### config.mk
export PLATFORM = sky130hd
export DESIGN_NAME = master_fsm
export DESIGN_NICKNAME = d
export VERILOG_FILES = /design/src/rtl/hs_pkg.sv /design/src/rtl/hs_timeout_ctr.sv /design/src/rtl/master_fsm.sv
export SDC_FILE = /design/constraint.sdc
export NUM_CORES = 1
export LEC_CHECK = 0
export BUFFER_PORTS_ARGS = -buffer_cell sky130_fd_sc_hd__clkbuf_2
export CORE_AREA = 2 2 49 51
export DETAILED_ROUTE_END_ITERATION = 7
export DIE_AREA = 0 0 51 53
export GPL_ROUTABILITY_DRIVEN = 0
export HOLD_SLACK_MARGIN = 0.12
export PLACE_DENSITY = 0.81
export SLEW_MARGIN = 5
export SYNTH_ARGS = -nofsm -noshare
export SYNTH_HDL_FRONTEND = slang
export SYNTH_SLANG_ARGS = --single-unit
export TNS_END_PERCENT = 10
### constraint.sdc
create_clock -name clk -period 4.3 [get_ports clk]
set_clock_uncertainty 0.15 [all_clocks]
set_input_delay 0.43 -clock clk [delete_from_list [all_inputs] [get_ports clk]]
set_output_delay 0.43 -clock clk [all_outputs]
set_load 0.01 [all_outputs]
### src/rtl/hs_pkg.sv
// Shared types and constants for the four-phase req/ack byte handshake.
// MASTER_FSM_TIMEOUT_EN widens master_state_t to add the ERR state.
package hs_pkg;

    localparam int unsigned HS_BYTE_W        = 8;
    localparam int unsigned HS_BURST_LEN_DEF = 4;
    localparam int unsigned HS_TIMEOUT_DEF   = 15;

`ifdef MASTER_FSM_TIMEOUT_EN
    typedef enum logic [2:0] {
        M_IDLE     = 3'd0,
        M_REQ      = 3'd1,
        M_WAIT_LOW = 3'd2,
        M_DONE     = 3'd3,
        M_ERR      = 3'd4
    } master_state_t;
`else
    typedef enum logic [1:0] {
        M_IDLE     = 2'd0,
        M_REQ      = 2'd1,
        M_WAIT_LOW = 2'd2,
        M_DONE     = 2'd3
    } master_state_t;
`endif

endpackage

### src/rtl/hs_timeout_ctr.sv
// Per-phase wait counter; expired flags TIMEOUT cycles spent in one handshake phase.
// Only instantiated by master_fsm when MASTER_FSM_TIMEOUT_EN is defined.
module hs_timeout_ctr
    import hs_pkg::*;
#(
    parameter int unsigned TIMEOUT = HS_TIMEOUT_DEF
) (
    input  logic clk,
    input  logic rst,
    input  logic clr,
    input  logic en,
    output logic expired
);

    localparam int unsigned CNT_W = (TIMEOUT > 0) ? $clog2(TIMEOUT + 1) : 1;

    logic [CNT_W-1:0] cnt_q;
    logic [CNT_W-1:0] cnt_d;

    // Saturate at TIMEOUT so a stalled phase cannot wrap back below the limit.
    always_comb begin
        cnt_d = cnt_q;
        if (clr) begin
            cnt_d = '0;
        end else if (en && !expired) begin
            cnt_d = cnt_q + CNT_W'(1);
        end
    end

    always_ff @(posedge clk) begin
        if (rst) begin
            cnt_q <= '0;
        end else begin
            cnt_q <= cnt_d;
        end
    end

    assign expired = (cnt_q == CNT_W'(TIMEOUT));

endmodule

### src/rtl/master_fsm.sv
// Initiator of the four-phase req/ack byte handshake: sends BURST_LEN bytes from base_byte.
// Optional handshake timeout (ERR state, err_out pulse) under MASTER_FSM_TIMEOUT_EN.
module master_fsm
    import hs_pkg::*;
#(
    parameter int unsigned BURST_LEN = HS_BURST_LEN_DEF,
    parameter int unsigned TIMEOUT   = HS_TIMEOUT_DEF
) (
    input  logic                 clk,
    input  logic                 rst,
    input  logic                 start,
    input  logic [HS_BYTE_W-1:0] base_byte,
    input  logic                 ack_in,
    output logic                 req_out,
    output logic [HS_BYTE_W-1:0] data_out,
    output logic                 busy,
    output logic                 done,
    output logic                 err_out
);

    localparam logic [HS_BYTE_W-1:0] LAST_IDX = HS_BYTE_W'(BURST_LEN - 1);

    if (BURST_LEN < 1 || BURST_LEN > (1 << HS_BYTE_W)) begin : g_bad_burst_len
        $error("master_fsm: BURST_LEN must be within 1..256");
    end
    if (TIMEOUT < 1) begin : g_bad_timeout
        $error("master_fsm: TIMEOUT must be at least 1");
    end

    master_state_t        state_q;
    logic [HS_BYTE_W-1:0] cnt_q;
    logic [HS_BYTE_W-1:0] data_q;
    logic                 req_q;
    logic                 busy_q;
    logic                 done_q;
    logic                 err_q;
    logic                 last_c;

    assign last_c = (cnt_q == LAST_IDX);

`ifdef MASTER_FSM_TIMEOUT_EN
    logic tmo_clr_c;
    logic tmo_en_c;
    logic tmo_expired_c;

    // Clear on every edge that enters REQ or WAIT_LOW so each phase gets a fresh budget.
    always_comb begin
        tmo_clr_c = 1'b0;
        unique case (state_q)
            M_IDLE:     tmo_clr_c = start;
            M_REQ:      tmo_clr_c = ack_in;
            M_WAIT_LOW: tmo_clr_c = !ack_in && !last_c;
            default:    tmo_clr_c = 1'b0;
        endcase
    end

    assign tmo_en_c = (state_q == M_REQ) || (state_q == M_WAIT_LOW);

    hs_timeout_ctr #(
        .TIMEOUT (TIMEOUT)
    ) u_timeout_ctr (
        .clk     (clk),
        .rst     (rst),
        .clr     (tmo_clr_c),
        .en      (tmo_en_c),
        .expired (tmo_expired_c)
    );
`endif

    // Outputs are updated together with the state so they all appear one cycle after their cause.
    always_ff @(posedge clk) begin
        if (rst) begin
            state_q <= M_IDLE;
            cnt_q   <= '0;
            data_q  <= '0;
            req_q   <= 1'b0;
            busy_q  <= 1'b0;
            done_q  <= 1'b0;
            err_q   <= 1'b0;
        end else begin
            done_q <= 1'b0;
            err_q  <= 1'b0;
            unique case (state_q)
                M_IDLE: begin
                    if (start) begin
                        state_q <= M_REQ;
                        cnt_q   <= '0;
                        data_q  <= base_byte;
                        req_q   <= 1'b1;
                        busy_q  <= 1'b1;
                    end
                end
                M_REQ: begin
                    if (ack_in) begin
                        state_q <= M_WAIT_LOW;
                        req_q   <= 1'b0;
                    end
`ifdef MASTER_FSM_TIMEOUT_EN
                    else if (tmo_expired_c) begin
                        state_q <= M_ERR;
                        req_q   <= 1'b0;
                        err_q   <= 1'b1;
                    end
`endif
                end
                M_WAIT_LOW: begin
                    if (!ack_in) begin
                        if (last_c) begin
                            state_q <= M_DONE;
                            done_q  <= 1'b1;
                        end else begin
                            state_q <= M_REQ;
                            cnt_q   <= cnt_q + HS_BYTE_W'(1);
                            data_q  <= data_q + HS_BYTE_W'(1);
                            req_q   <= 1'b1;
                        end
                    end
`ifdef MASTER_FSM_TIMEOUT_EN
                    else if (tmo_expired_c) begin
                        state_q <= M_ERR;
                        err_q   <= 1'b1;
                    end
`endif
                end
                M_DONE: begin
                    state_q <= M_IDLE;
                    busy_q  <= 1'b0;
                end
`ifdef MASTER_FSM_TIMEOUT_EN
                M_ERR: begin
                    state_q <= M_IDLE;
                    busy_q  <= 1'b0;
                end
`endif
                default: begin
                    state_q <= M_IDLE;
                    req_q   <= 1'b0;
                    busy_q  <= 1'b0;
                end
            endcase
        end
    end

    assign req_out  = req_q;
    assign data_out = data_q;
    assign busy     = busy_q;
    assign done     = done_q;
    assign err_out  = err_q;

endmodule

==> impl_metrics.toml <==
[drt]
vias = 1187
drc = 0
routed_wl_um = 2820
wl_per_cell_um = 14.9
drtIter0Drc = 35
postRouteAntennaNets = 0
routed_via_density = 6.28
drt_first_pass_iters = 5

[worst_setup_path]
cp_max_fo = 14
start_kind = "register"
crit_required_ns = 4.35
end_kind = "register"
worstSetupPathType = "reg -> reg"
arrival_ns = 2.60

[final_layout]
mostFrequentLayoutCell = "clkbuf_2"
final_cell_mix = "22 x clkbuf_2, 21 x dfxtp_1, 15 x a21oi_1, 10 x nor2_1, 9 x nand2_1"
drive_gt1_frac = 0.199
nNetsFinal = 176
syn_to_final_growth_pct = 9.65
multi_input_area_um2 = 678
fin_area_um2 = 1290
fill_cells = 203
post-route-util = 0.602
n_antenna_cell = 0
seq_area_um2 = 420

[synthesis]
synth_top_family_by_area = "compound AO/OA/AOI/OAI gates"
ys.warnings.count = 0
ys_types = 40
synth.net_count = 159
synthMuxAreaShare = 0
synth_top_area_cell = "dfxtp_1"
yosys-top-cells-area = "dfxtp_1 36%, a21oi_1 6.4%, nand4_1 3.2%"
yosys.area_share.xor_xnor = 0.00742
synth_area_um2 = 1180
postSynthCellCount = 145
synth-edff-count = 0
yosysTopAreaCellShare = 0.356
ys.flop_type = "dfxtp_1"
synth_compound_area_frac = 0.286
yosysSeqAreaShare = 0.356
async_flop_share = 0
synth_area_per_cell_um2 = 8.14
synthAdderAreaFrac = 0.0212
synth_simple_gate_area_frac = 0.257
synth_seq_cells = 21

[placement]
hpwl_um = 2080
post_dp_cell_area_um2 = 1270
io_buffers = 22

[sta]
whs_ns = 0.172
max_freq_mhz = 392
tightest_slew_ns = 0.940
slew_headroom = 0.374
tns_ns = 0
hold_viol_final = 0
finalMaxSlewViolations = 0
period_share = 0.593
finalCriticalPeriod_ns = 2.55
finalSetupViolCount = 0
rsz0062_at_grt = "false"

[power_and_ir_drop]
p_sw_frac = 0.306
p_sw_mw = 0.117
p_leak_nw = 0.496
finalPower_mw = 0.383
peakVddDrop_mv = 0.221
p_int_mw = 0.266
comb_power_share = 0.169
clock_power_share = 0.258
power_density_nw_per_um2 = 296
pwr-share-seq = 0.574

[job]
cap_viol_max_count = 0

[global_route]
grt_antenna_before_repair = 0
overflow = 0
grt_pass1_wl_um = 4680
grt_usage = 0.226
grt_pass1_vias = 1100
grt_max_degree = 22

[clock_tree]
clockRootBuffer = "clkbuf_4"
holdBufCountCts = 0
cts_buffer_depth = 2
htree_levels = 1
cts_resized = 0
post_cts_buffers = 0
cts_tree = "done"
clk_pin_slew_ns = 0.12
cts_sinks = 21
cts-buffers-inserted = 3
clk_latency_ns = 0.31

[floorplanning]
core_um2 = 2150
initial_core_util = 0.549
io_pins = 24
die_h_um = 53
placementRows = 17
die_w_um = 51
die_area_um2 = 2700

[status]
status = "complete, no violations"

[min_path]
hp-class = "in -> reg"
## worst max-delay path, cell delays in order, from the launching register on
cell and delay, ns:
dfxtp_1 0.62, nand2b_1 0.18, a21oi_1 0.78, nand2_1 0.29, o41ai_1 0.42
## final timing paths
path	from	end	slack, ns	cells after the start
min	ack_in	done	0.17	2
min reg2reg	req_out	req_out	0.34	2
max reg2reg	state_q[1]	cnt_q[3]	1.75	4
max	state_q[1]	cnt_q[3]	1.75	4
## registers in the layout, summed over array words and instances, names as in the netlist
register  flops
busy          1
state_q       2
req_out       1
done          1
data_out      8
cnt_q         8
## power groups by stage
| stage | clock network [mW] | logic (mW) | registers, mW |
|---|---|---|---|
| after floorplan | 0 | 0.0438 | 0.223 |
| after global placement | 0 | 0.0630 | 0.223 |
| after detailed placement | 0 | 0.0639 | 0.224 |
| after CTS | 0.0978 | 0.0640 | 0.219 |
| after global routing | 0.105 | 0.0716 | 0.221 |
| final | 0.0988 | 0.0646 | 0.220 |
## metrics by stage
stage,setup slack (ns),std cells
2_1_floorplan,2.50,145
3_3_place_gp,2.00,185
3_5_place_dp,1.85,185
4_1_cts,1.83,189
5_1_grt,1.54,189
6_report,1.75,189
## layer usage
metal	GRT usage	part of all wire
met1	0.271	0.43
met2	0.411	0.51
met3	0.0254	0.050
met4	0.0856	0.0057
met5	0	0
## Yosys cell counts (3+ instances only)
cell,count
dfxtp_1,21
a21oi_1,15
nor2_1,10
nand2_1,9
o21ai_0,7
inv_1,6
nand3_1,6
nand4_1,6
nor3_1,6
o31ai_1,5
a31oi_1,4
nand2b_1,4
a311oi_1,3
clkbuf_1,3
nor3b_1,3
o311ai_1,3
## kinds of logic (layout without fill, tap and decap cells)
group,count (synthesis),in the layout
adders and majority gates,2,2
buffers and inverters,16,32
and+or+nand+nor,54,54
DFF,21,21
AOI/OAI and AO/OA,50,50
xor gates and xnor gates,1,1
other,1,1
## layout make-up
cell class                 count  share of cell area
tap                           28              0.0271
timing repair buffer          22              0.0851
multi-input combinational    108               0.524
inverter                       6              0.0174
clock inverter                 1             0.00387
clock buffer                   3              0.0174
sequential                    21               0.325
No activity file was read; power rests on OpenSTA's default activity.
